$ cat config.mk
export PLATFORM = sky130hd
export DESIGN_NAME = read_controller
export DESIGN_NICKNAME = d
export VERILOG_FILES = /design/src/rtl/read_controller.sv
export SDC_FILE = /design/constraint.sdc
export NUM_CORES = 1
export LEC_CHECK = 0
export CORE_UTILIZATION = 40
export DETAILED_ROUTE_END_ITERATION = 8
export GPL_ROUTABILITY_DRIVEN = 0
export PLACE_DENSITY = 0.68
export SYNTH_ARGS = -nofsm -noshare
export SYNTH_HDL_FRONTEND = slang
export SYNTH_SLANG_ARGS = --single-unit
$ cat constraint.sdc
create_clock -name clk -period 2.5 [get_ports clk]
set_input_delay 0.375 -clock clk [delete_from_list [all_inputs] [get_ports clk]]
set_output_delay 0.375 -clock clk [all_outputs]
set_load 0.03 [all_outputs]
$ cat src/rtl/read_controller.sv
// Frame readback engine: walks the frame BRAM in ascending address order and
// streams every 24-bit pixel to the UART transmitter as three bytes, MSB first.
module read_controller #(
    parameter int LAST_ADDR = 196607,
    parameter int ADDR_W    = 18
) (
    input  logic              clk,
    input  logic              rst,
    input  logic              start,
    output logic              en,
    output logic [ADDR_W-1:0] addr,
    input  logic [23:0]       dout,
    output logic [7:0]        tx_data,
    output logic              tx_valid,
    input  logic              tx_ready,
    output logic              busy,
    output logic              done,
    output logic [1:0]        byte_idx
);

    typedef enum logic [2:0] {
        IDLE,
        READ,
        LATCH,
        SEND,
        DONE
    } state_t;

    localparam logic [ADDR_W-1:0] LAST = ADDR_W'(LAST_ADDR);

    state_t      state;
    state_t      state_nxt;
    logic [23:0] pixel;
    logic        accept;

    assign accept = (state == SEND) && tx_ready;

    // NOTE: every signal written here gets a default first so no latch is inferred.
    always_comb begin
        state_nxt = state;
        en        = 1'b0;
        tx_valid  = 1'b0;
        done      = 1'b0;
        busy      = (state != IDLE);
        case (state)
            IDLE:    if (start) state_nxt = READ;
            READ: begin
                en        = 1'b1;
                state_nxt = LATCH;
            end
            LATCH:   state_nxt = SEND;
            SEND: begin
                tx_valid = 1'b1;
                if (accept && byte_idx == 2'd2)
                    state_nxt = (addr == LAST) ? DONE : READ;
            end
            DONE: begin
                done      = 1'b1;
                state_nxt = IDLE;
            end
            default: state_nxt = IDLE;
        endcase
    end

    // tx_data is registered so it only moves in LATCH or on an accepted byte;
    // the byte_idx clear in DONE therefore never disturbs the output byte.
    // NOTE: sequential state uses non-blocking assignments only.
    always_ff @(posedge clk) begin
        if (rst) begin
            state    <= IDLE;
            addr     <= '0;
            byte_idx <= 2'd0;
            pixel    <= 24'h0;
            tx_data  <= 8'h00;
        end else begin
            state <= state_nxt;
            case (state)
                LATCH: begin
                    pixel    <= dout;
                    tx_data  <= dout[23:16];
                    byte_idx <= 2'd0;
                end
                SEND: begin
                    if (accept) begin
                        case (byte_idx)
                            2'd0: begin
                                tx_data  <= pixel[15:8];
                                byte_idx <= 2'd1;
                            end
                            2'd1: begin
                                tx_data  <= pixel[7:0];
                                byte_idx <= 2'd2;
                            end
                            default: if (addr != LAST) addr <= addr + 1'b1;
                        endcase
                    end
                end
                DONE: begin
                    addr     <= '0;
                    byte_idx <= 2'd0;
                end
                default: ;
            endcase
        end
    end

endmodule

## After elaboration in Yosys (flattened, before gate mapping)

Index checks and enable logic that the tools add are counted.

- $add $sub $neg: 1
- Eq/ne operators: 14
- Multiplexer cells: 17
- Reductions and logical operators: 14

Operators with widths:

| cell | count |
|---|---|
| $mux W18 | 3 |
| $pmux W18 S2 | 1 |
| $pmux W8 S2 | 2 |
| $add A18 B1 Y18 const B | 1 |
| $eq A18 B18 Y1 const B | 1 |
| $ne A18 B18 Y1 const B | 1 |
| $pmux W3 S4 | 1 |
| $mux W3 | 3 |
| $mux W8 | 1 |
| $pmux W2 S2 | 2 |
| $eq A3 B2 Y1 const B | 2 |
| $ne A2 B2 Y1 const B | 3 |
| $reduce_and A3 Y1 | 2 |
| $reduce_bool A2 Y1 | 3 |
| $ne A2 B1 Y1 const B | 2 |
| $reduce_and A4 Y1 | 1 |
| $reduce_or A2 Y1 | 2 |
| $eq A3 B1 Y1 const B | 1 |
| $eq A3 B3 Y1 const B | 1 |
| $logic_not A3 Y1 | 1 |
| $mux W1 | 3 |
| $ne A3 B1 Y1 const B | 1 |
| $reduce_bool A3 Y1 | 1 |
| $eq A2 B1 Y1 const B | 1 |
| other kinds (5) | 6 |

- Register bits: 47
- Bits of input ports: 28
- Output and inout port bits: 32
- Logic and storage cells: 51

## Depth between registers and ports, before layout

Gate-level depths: netlist of run 1.

- Depth after elaboration: 5
- Depth in mapped cells: 7
- Depth with buffers taken out: 6

## Worst setup path before layout of run 1

OpenSTA, ideal clock, no wires.

- Path type: reg2reg
- From: reg addr[4]
- To: reg addr[11]
- Setup time: 0.070 ns
- Data arrival time: 2.024 ns
- Required time: 2.430 ns
- Slack: 0.406 ns
- Stages on the path, launching flop included: 7
- Buffers on the path: 1
- Clock period less this slack: 2.094 ns
- Cell sequence: dfxtp_1 and4_4 nand2_2 or3_1 buf_2 or4_1 a21oi_1

- Longest elaborated chain between the ends: 5
- Elaborated cells on any way between the ends: 8
- Those cells by class: add/sub: 1; eq/ne: 2; mux: 4; reduce/logical: 1

RTL lines:

| item | line | RTL |
|---|---|---|
| start: declaration | 11 | `output logic [ADDR_W-1:0] addr,` |
| start signal: assignment | 94 | `default: if (addr != LAST) addr <= addr + 1'b1;` |
| $add A18 B1 Y18 | 94 |  |
| $mux W18 | 94 |  |
| $mux W18 | 85 | `case (byte_idx)` |
| $mux W18 | 84 | `if (accept) begin` |
| $pmux W18 S2 | 77 | `case (state)` |

Parallel ways exist; a longest one is shown, timed or not. The select of a mux whose other input is x is not followed.
A chain may end at the register's enable or synchronous reset.

## Worst setup path in the final report of run 1

- From: reg state[0]
- To: out busy

- Longest elaborated chain between the ends: 1

RTL lines:

| item | line | RTL |
|---|---|---|
| start: declaration | 31 | `state_t state;` |
| start signal: assignment | 76 | `state <= state_nxt;` |
| $reduce_bool A3 Y1 | 44 | `busy = (state != IDLE);` |
| end: declaration | 16 | `output logic busy,` |

Every way passes these cells.

==> impl_metrics.env, run 1 <==
export IMPL_outcome="finished, final reports clean"
export IMPL_synth_flop_cell="sky130_fd_sc_hd__dfxtp_1"
export IMPL_timing_final_max_slew_violations=0
export IMPL_critPathMaxStageDelay_ns=0.59
export IMPL_final_layout_size_suffix_gt1_share_pct=7.54
export IMPL_cp_buffers_inverters=2
export IMPL_final_hold_violation_count=0
export IMPL_worst_ep_required_time_ns=2.12
export IMPL_synth_edf_count=0
export IMPL_syn_area_um2=2270
export IMPL_rr_startpoint="state[0]"
export IMPL_floorplan_core_area_um2=5470
export IMPL_crit_slowest_cell="sky130_fd_sc_hd__clkdlybuf4s50_1"
export IMPL_clkSinkCount=47
export IMPL_grt_use_total_pct=19.2
export IMPL_fp_row_count=27
export IMPL_netSwitchingFraction_pct=27.3
export IMPL_cts_inserted_buffers=5
export IMPL_clock_tree_from_tritoncts="yes"
export IMPL_dpl_cell_count=409
export IMPL_postSynthRegisterBits=47
export IMPL_share_comb_of_total_power_pct=15.6
export IMPL_vdd_ir_drop_max_v=0.000307
export IMPL_critical_path_class="reg2out"
export IMPL_synth_warnings=0
export IMPL_min_period_over_period_pct=87.0
export IMPL_vias=2195
export IMPL_report_final_setup_viol=0
export IMPL_rr_worst_depth=7
export IMPL_period_needed_ns=2.18
export IMPL_pin_count_of_the_biggest_net_entering_global_routing=35
export IMPL_place_port_buffers=59
export IMPL_critPathArrivalTime_ns=1.80
export IMPL_setup_fix_bufs_post_cts=0
export IMPL_crit_chain="buf_4 -> or3_1 -> clkdlybuf4s50_1"
export IMPL_ant_nets=0
export IMPL_seq_area_frac_synth_pct=41.5
export IMPL_worst_skew_pair_late_latency_ns=0.30
export IMPL_hold_path_startpoint="pixel[8]"
export IMPL_floorplan_die_height_um=77.3
export IMPL_yosysTopAreaCellShare_pct=41.5
export IMPL_syn_area_per_cell_um2=7.95
export IMPL_drt_pass1_iter_count=4
export IMPL_final_setup_skew_ns=0.00725
export IMPL_dr_vias_cell=5.26
export IMPL_slew_limit_headroom_pct=64.1
export IMPL_fraction_of_registers_with_async_set_reset_pct=0
export IMPL_synthDominantAreaCellType="sky130_fd_sc_hd__dfxtp_1"
export IMPL_cellLeakagePower_uw=0.00116
export IMPL_area_delta_synth_final_pct=34.7
export IMPL_max_slew_worst_pin_slew_ns=0.539
export IMPL_critPathMaxFanout=8
export IMPL_antenna_found_initial=0
export IMPL_netlist_top_cells_area="sky130_fd_sc_hd__dfxtp_1 42%, sky130_fd_sc_hd__nand2_1 8.8%, sky130_fd_sc_hd__mux2i_1 8.0%"
export IMPL_clock_path_buffers=2
export IMPL_path_category_of_the_worst_min_delay_check="reg2reg"
export IMPL_postCtsResizedCells=0
export IMPL_seqPwrFrac_pct=53.2
export IMPL_timing_critical_path_max_delay_family="buffers and inverters"
export IMPL_half_perimeter_wire_length_of_the_detailed_placement_result_mm=4.04
export IMPL_antenna_diode_count=0
export IMPL_ctsRootBufferMaster="sky130_fd_sc_hd__clkbuf_8"
export IMPL_overflow=0
export IMPL_syn_inst=285
export IMPL_worst_setup_path_end_kind="primary output"
export IMPL_pwr_dens_nw_per_um2=490
export IMPL_yosysMostFrequentCell="sky130_fd_sc_hd__nand2_1"
export IMPL_worst_setup_hold_path_clk_slew_ns=0.09
export IMPL_mappedNetlistNets=314
export IMPL_worstReg2RegEnd="addr[11]"
export IMPL_grt_pass1_wl_mm=9.11
export IMPL_width_of_the_chip_um=77.3
export IMPL_synth_common_cells="53 x sky130_fd_sc_hd__nand2_1, 47 x sky130_fd_sc_hd__dfxtp_1, 24 x sky130_fd_sc_hd__nor2_1"
export IMPL_grt_pass1_vias=1862
export IMPL_drt_wl_total_mm=5.61
export IMPL_worstSetupStartpointType="flop"
export IMPL_timing_hold_worst_endpoint="pixel[8]"
export IMPL_setup_tns_ns=0
export IMPL_cap_violations=0
export IMPL_floorplan_die_area_um2=5970
export IMPL_clkPwrFrac_pct=31.2
export IMPL_holdBufCountCts=0
export IMPL_h_tree_depth=2
export IMPL_r2r_setup_slack_ns=0.40
export IMPL_power_switching_uw=409
export IMPL_start_util_pct=41.4
export IMPL_drc=0
export IMPL_finalNetCount=373
export IMPL_worstHoldPathCells=2
export IMPL_grt_setup_unrepaired="false"
export IMPL_synth_cell_type_count=46
export IMPL_detailedRoute_firstIterationViolations=113
export IMPL_intPower_uw=1090
export IMPL_floorplan_io_pins=60
export IMPL_stdcell_count=417
export IMPL_detail_route_wl_per_cell_um=13.5
export IMPL_max_clock_freq_ghz=0.460
## layout by cell type, fill, tap and decap left out, types with 4 or more instances in the layout
cell type / Yosys / layout
sky130_fd_sc_hd__nor3_1: 10 / 10
sky130_fd_sc_hd__dfxtp_1: 47 / 47
sky130_fd_sc_hd__a21oi_1: 20 / 20
sky130_fd_sc_hd__nor2_1: 24 / 24
sky130_fd_sc_hd__buf_4: 0 / 7
sky130_fd_sc_hd__nand2b_1: 5 / 5
sky130_fd_sc_hd__clkdlybuf4s50_1: 0 / 58
sky130_fd_sc_hd__clkbuf_8: 0 / 5
sky130_fd_sc_hd__nand4_1: 7 / 7
sky130_fd_sc_hd__mux2i_1: 18 / 18
sky130_fd_sc_hd__inv_1: 4 / 4
sky130_fd_sc_hd__nand3_1: 13 / 13
sky130_fd_sc_hd__o21ai_0: 15 / 15
sky130_fd_sc_hd__nand2_1: 53 / 53
sky130_fd_sc_hd__o31ai_1: 4 / 4
sky130_fd_sc_hd__or3_1: 6 / 6
## final cells by class
cell class                      instances  area [um^2]
Clock buffer                            5         68.8
Timing Repair Buffer                   67          666
Fill cell                             551         2420
Inverter                                5         18.8
Sequential cell                        47          941
Multi-Input combinational cell        218         1250
Tap cell                               72         90.1
Clock inverter                          3         18.8
## routing by layer
layer	routed length (um)	vias to the layer above	part of all wire, %	global-route usage, %
met2	2520	52	45	28.1
met3	269	7	4.8	3.45
met5	0	-	0	0
li1	-	1124	-	-
met4	55	0	0.98	6.23
met1	2770	1012	49	28.0
## registers in the layout (all words and copies together), names as in the netlist
register and count:
byte_idx 2, pixel 16, addr 18, tx_data 8, state 3
## worst register-to-register path, cell delays in order (launching register included)
cell	delay, ns
sky130_fd_sc_hd__dfxtp_1	0.42
sky130_fd_sc_hd__buf_4	0.19
sky130_fd_sc_hd__nand3b_4	0.09
sky130_fd_sc_hd__inv_2	0.07
sky130_fd_sc_hd__nand3_1	0.14
sky130_fd_sc_hd__or3_1	0.47
sky130_fd_sc_hd__or4_1	0.51
sky130_fd_sc_hd__a21oi_1	0.14
## through the flow
stage          worst slack (ns)  power (uW)  hold slack (ns)  area [um^2]  util [%]
2_1_floorplan             0.406         943            0.436         2270         -
3_3_place_gp              0.224        1050            0.442         2960      54.1
3_5_place_dp              0.162        1050            0.446         2960      54.1
4_1_cts                  0.0220        1510            0.459         3050      55.7
5_1_grt                   0.258        1570            0.477         3050      55.8
6_report                  0.325        1500            0.457         3050      55.8
## worst max-delay path by stage
stage,from,to,cells after the start
after CTS,state[2],done,3
after global routing,state[1],addr[11],6
after floorplan,addr[4],addr[11],6
after detailed placement,tx_ready,addr[14],6
after global placement,tx_ready,addr[14],6
final,state[0],busy,3
## power groups by stage
| stage | registers [uW] | logic (uW) | clock network [uW] |
|---|---|---|---|
| 5_1_grt | 801 | 256 | 512 |
| 3_5_place_dp | 814 | 235 | 0 |
| 6_report | 797 | 234 | 467 |
| 4_1_cts | 796 | 236 | 478 |
| 3_3_place_gp | 813 | 234 | 0 |
| 2_1_floorplan | 826 | 118 | 0 |
## cells by family after synthesis
kind of cell               count (synthesis)  synth area share (%)
AOI/OAI and AO/OA                         56                  14.9
xor gates and xnor gates                   1                 0.387
adders and majority gates                  1                 0.552
buffers and inverters                     20                  3.37
DFF                                       47                  41.5
muxes                                     18                  7.95
and+or+nand+nor                          142                  31.3
Power figures use the tool's default switching activity.
==> inputs of run 2 (changes only) <==
--- a/config.mk
+++ b/config.mk
@@ -9,6 +9,7 @@
 export DETAILED_ROUTE_END_ITERATION = 8
 export GPL_ROUTABILITY_DRIVEN = 0
 export PLACE_DENSITY = 0.68
+export SKIP_LAST_GASP = 1
 export SYNTH_ARGS = -nofsm -noshare
 export SYNTH_HDL_FRONTEND = slang
 export SYNTH_SLANG_ARGS = --single-unit
==> results of run 2 <==
Final layout, timing and power as in run 1 (identical DEF).
==> edit (flow settings as in run 1) <==
Set the parameter `ADDR_W` to 9 (it was 18).
--- a/src/rtl/read_controller.sv
+++ b/src/rtl/read_controller.sv
@@ -2,7 +2,7 @@
 // streams every 24-bit pixel to the UART transmitter as three bytes, MSB first.
 module read_controller #(
     parameter int LAST_ADDR = 196607,
-    parameter int ADDR_W    = 18
+    parameter int ADDR_W    = 9
 ) (
     input  logic              clk,
     input  logic              rst,
Ports: changed (resized addr); port bits go from 60 to 51. The function was not compared with the original's and may differ.
==> edit against run 1 <==
- via count fell by 27%
- cell area is 22% lower
- die area fell by 22%
- critical path depth down 1
- combinational power down 12%
- routed wire length is 30% lower
- worst setup slack worse by 0.17 ns
- sequential share of layout area rose by 1.2 points
- synthesized area decreased by 22%
- fmax is 7.2% lower
- final cell count fell by 26%
- total power is 15% lower
- sequential cell count fell by 9
==> edit: results (changes against run 1) <==
| Metric | Value |
|---|---|
| Seq/Total Area, Yosys | `0.433 (+0.0175)` |
| Min-delay src | `pixel[12]` |
| First-pass GRT wire length | `6.40 mm (-30%)` |
| Max-slew headroom | `0.597 (-0.0439)` |
| Synth cell count leaders | `56 x nand2_1, 38 x dfxtp_1, 26 x a21oi_1` |
| Syn nets | `241 (-23%)` |
| Post-DR vias/cell | `5.18 (-1.6%)` |
| Hold path endpoint | `pixel[12]` |
| DP HPWL | `2.82 mm (-30%)` |
| Lkg Pwr | `0.000852 µW (-26%)` |
| Worst IR drop on VDD | `0.000260 V (-15%)` |
| DR iter-0 viols | `91 (-19%)` |
| Clock Latency Late Sink | `0.28 ns (-0.02 ns)` |
| Worst-case reg-to-reg path depth | `8 (+1)` |
| Nets@finish | `289 (-23%)` |
| R2R Setup Slk | `0.55 ns (+0.15 ns)` |
| Largest registers | `pixel x16, addr x9, tx_data x8` |
| Start of the worst register-to-register path | `addr[2]` |
| Met2 usage | `0.270 (-0.0109)` |
| Yosys cell types | `38 (-17%)` |
| CP max FO | `15 (+7)` |
| Largest net degree at the start of global routing | `20 (-43%)` |
| Reg2Reg Capture Point | `addr[2]` |
| Gr usage total | `0.187 (-0.00473)` |
| Met3 Track Usage GR | `0.0400 (+0.00548)` |
| Status | `complete, no violations` |
| Vias in the first global route | `1369 (-26%)` |
| Wire length per cell | `12.8 µm (-5.0%)` |
| Clk_skew | `0.00773 ns (+0.000479 ns)` |
| Global-route met1 utilization | `0.268 (-0.0120)` |
| Post-DP Area | `0.00229 mm² (-23%)` |
| Clock slew at reported path FFs | `0.07 ns (-0.02 ns)` |
[edit: cell types whose count changed in the layout (fill, tap and decap cells not counted), sizes merged, moves of 9 or more]
cell,delta
mux2i,-12
nor3b,+12
dfxtp,-9
nand3,-11
nor2,-19
o21ai,-16
[edit: where the power goes]
group / switching, µW / internal (µW)
Clock: 201 / 213
Combinational: 103 / 102
Sequential: 22.6 / 630
Total: 327 / 945
[edit: logic make-up (layout without fill, tap and decap cells)]
kind of cell,after synthesis,count (layout),share of synthesized area
compound gates,45,45,0.151
fa+ha+maj,2,2,0.0142
buf+inv,15,62,0.0384
flops,38,38,0.433
mux,14,14,0.0854
simple gates,97,97,0.278
[edit: metal layers]
metal,part of all wire,vias up
met5,0,-
met4,0.0091,0
met3,0.043,4
met2,0.43,42
met1,0.51,724
li1,-,825
[edit: worst max-delay path by stage]
stage / startpoint / end / cells past startpoint
2_1_floorplan: addr[2] / addr[2] / 8
3_3_place_gp: state[0] / en / 2
3_5_place_dp: state[0] / en / 2
4_1_cts: state[0] / en / 2
5_1_grt: state[0] / tx_valid / 2
6_report: state[0] / tx_valid / 2
[edit: critical path: stages, from the launching register on]
cell,delay [ns]
dfxtp_1,0.61
and3b_1,0.36
clkdlybuf4s50_1,0.71
[edit: area by class of cell]
class | instances | area [µm²]
Fill cell | 397 | 1740
Multi-Input combinational cell | 158 | 930
Sequential cell | 38 | 761
Timing Repair Buffer | 54 | 531
Clock buffer | 6 | 82.6
Tap cell | 50 | 62.6
Inverter | 2 | 7.51
[edit: per-stage QoR]
stage / hold WS (ns) / setup slack [ns] / instances / utilization
after global placement: 0.439 / 0.475 / 302 / 0.557
after CTS: 0.455 / 0.135 / 308 / 0.577
after global routing: 0.475 / 0.0653 / 308 / 0.577
after floorplan: 0.433 / 0.488 / 211 / -
after detailed placement: 0.444 / 0.445 / 302 / 0.557
final: 0.455 / 0.156 / 308 / 0.577
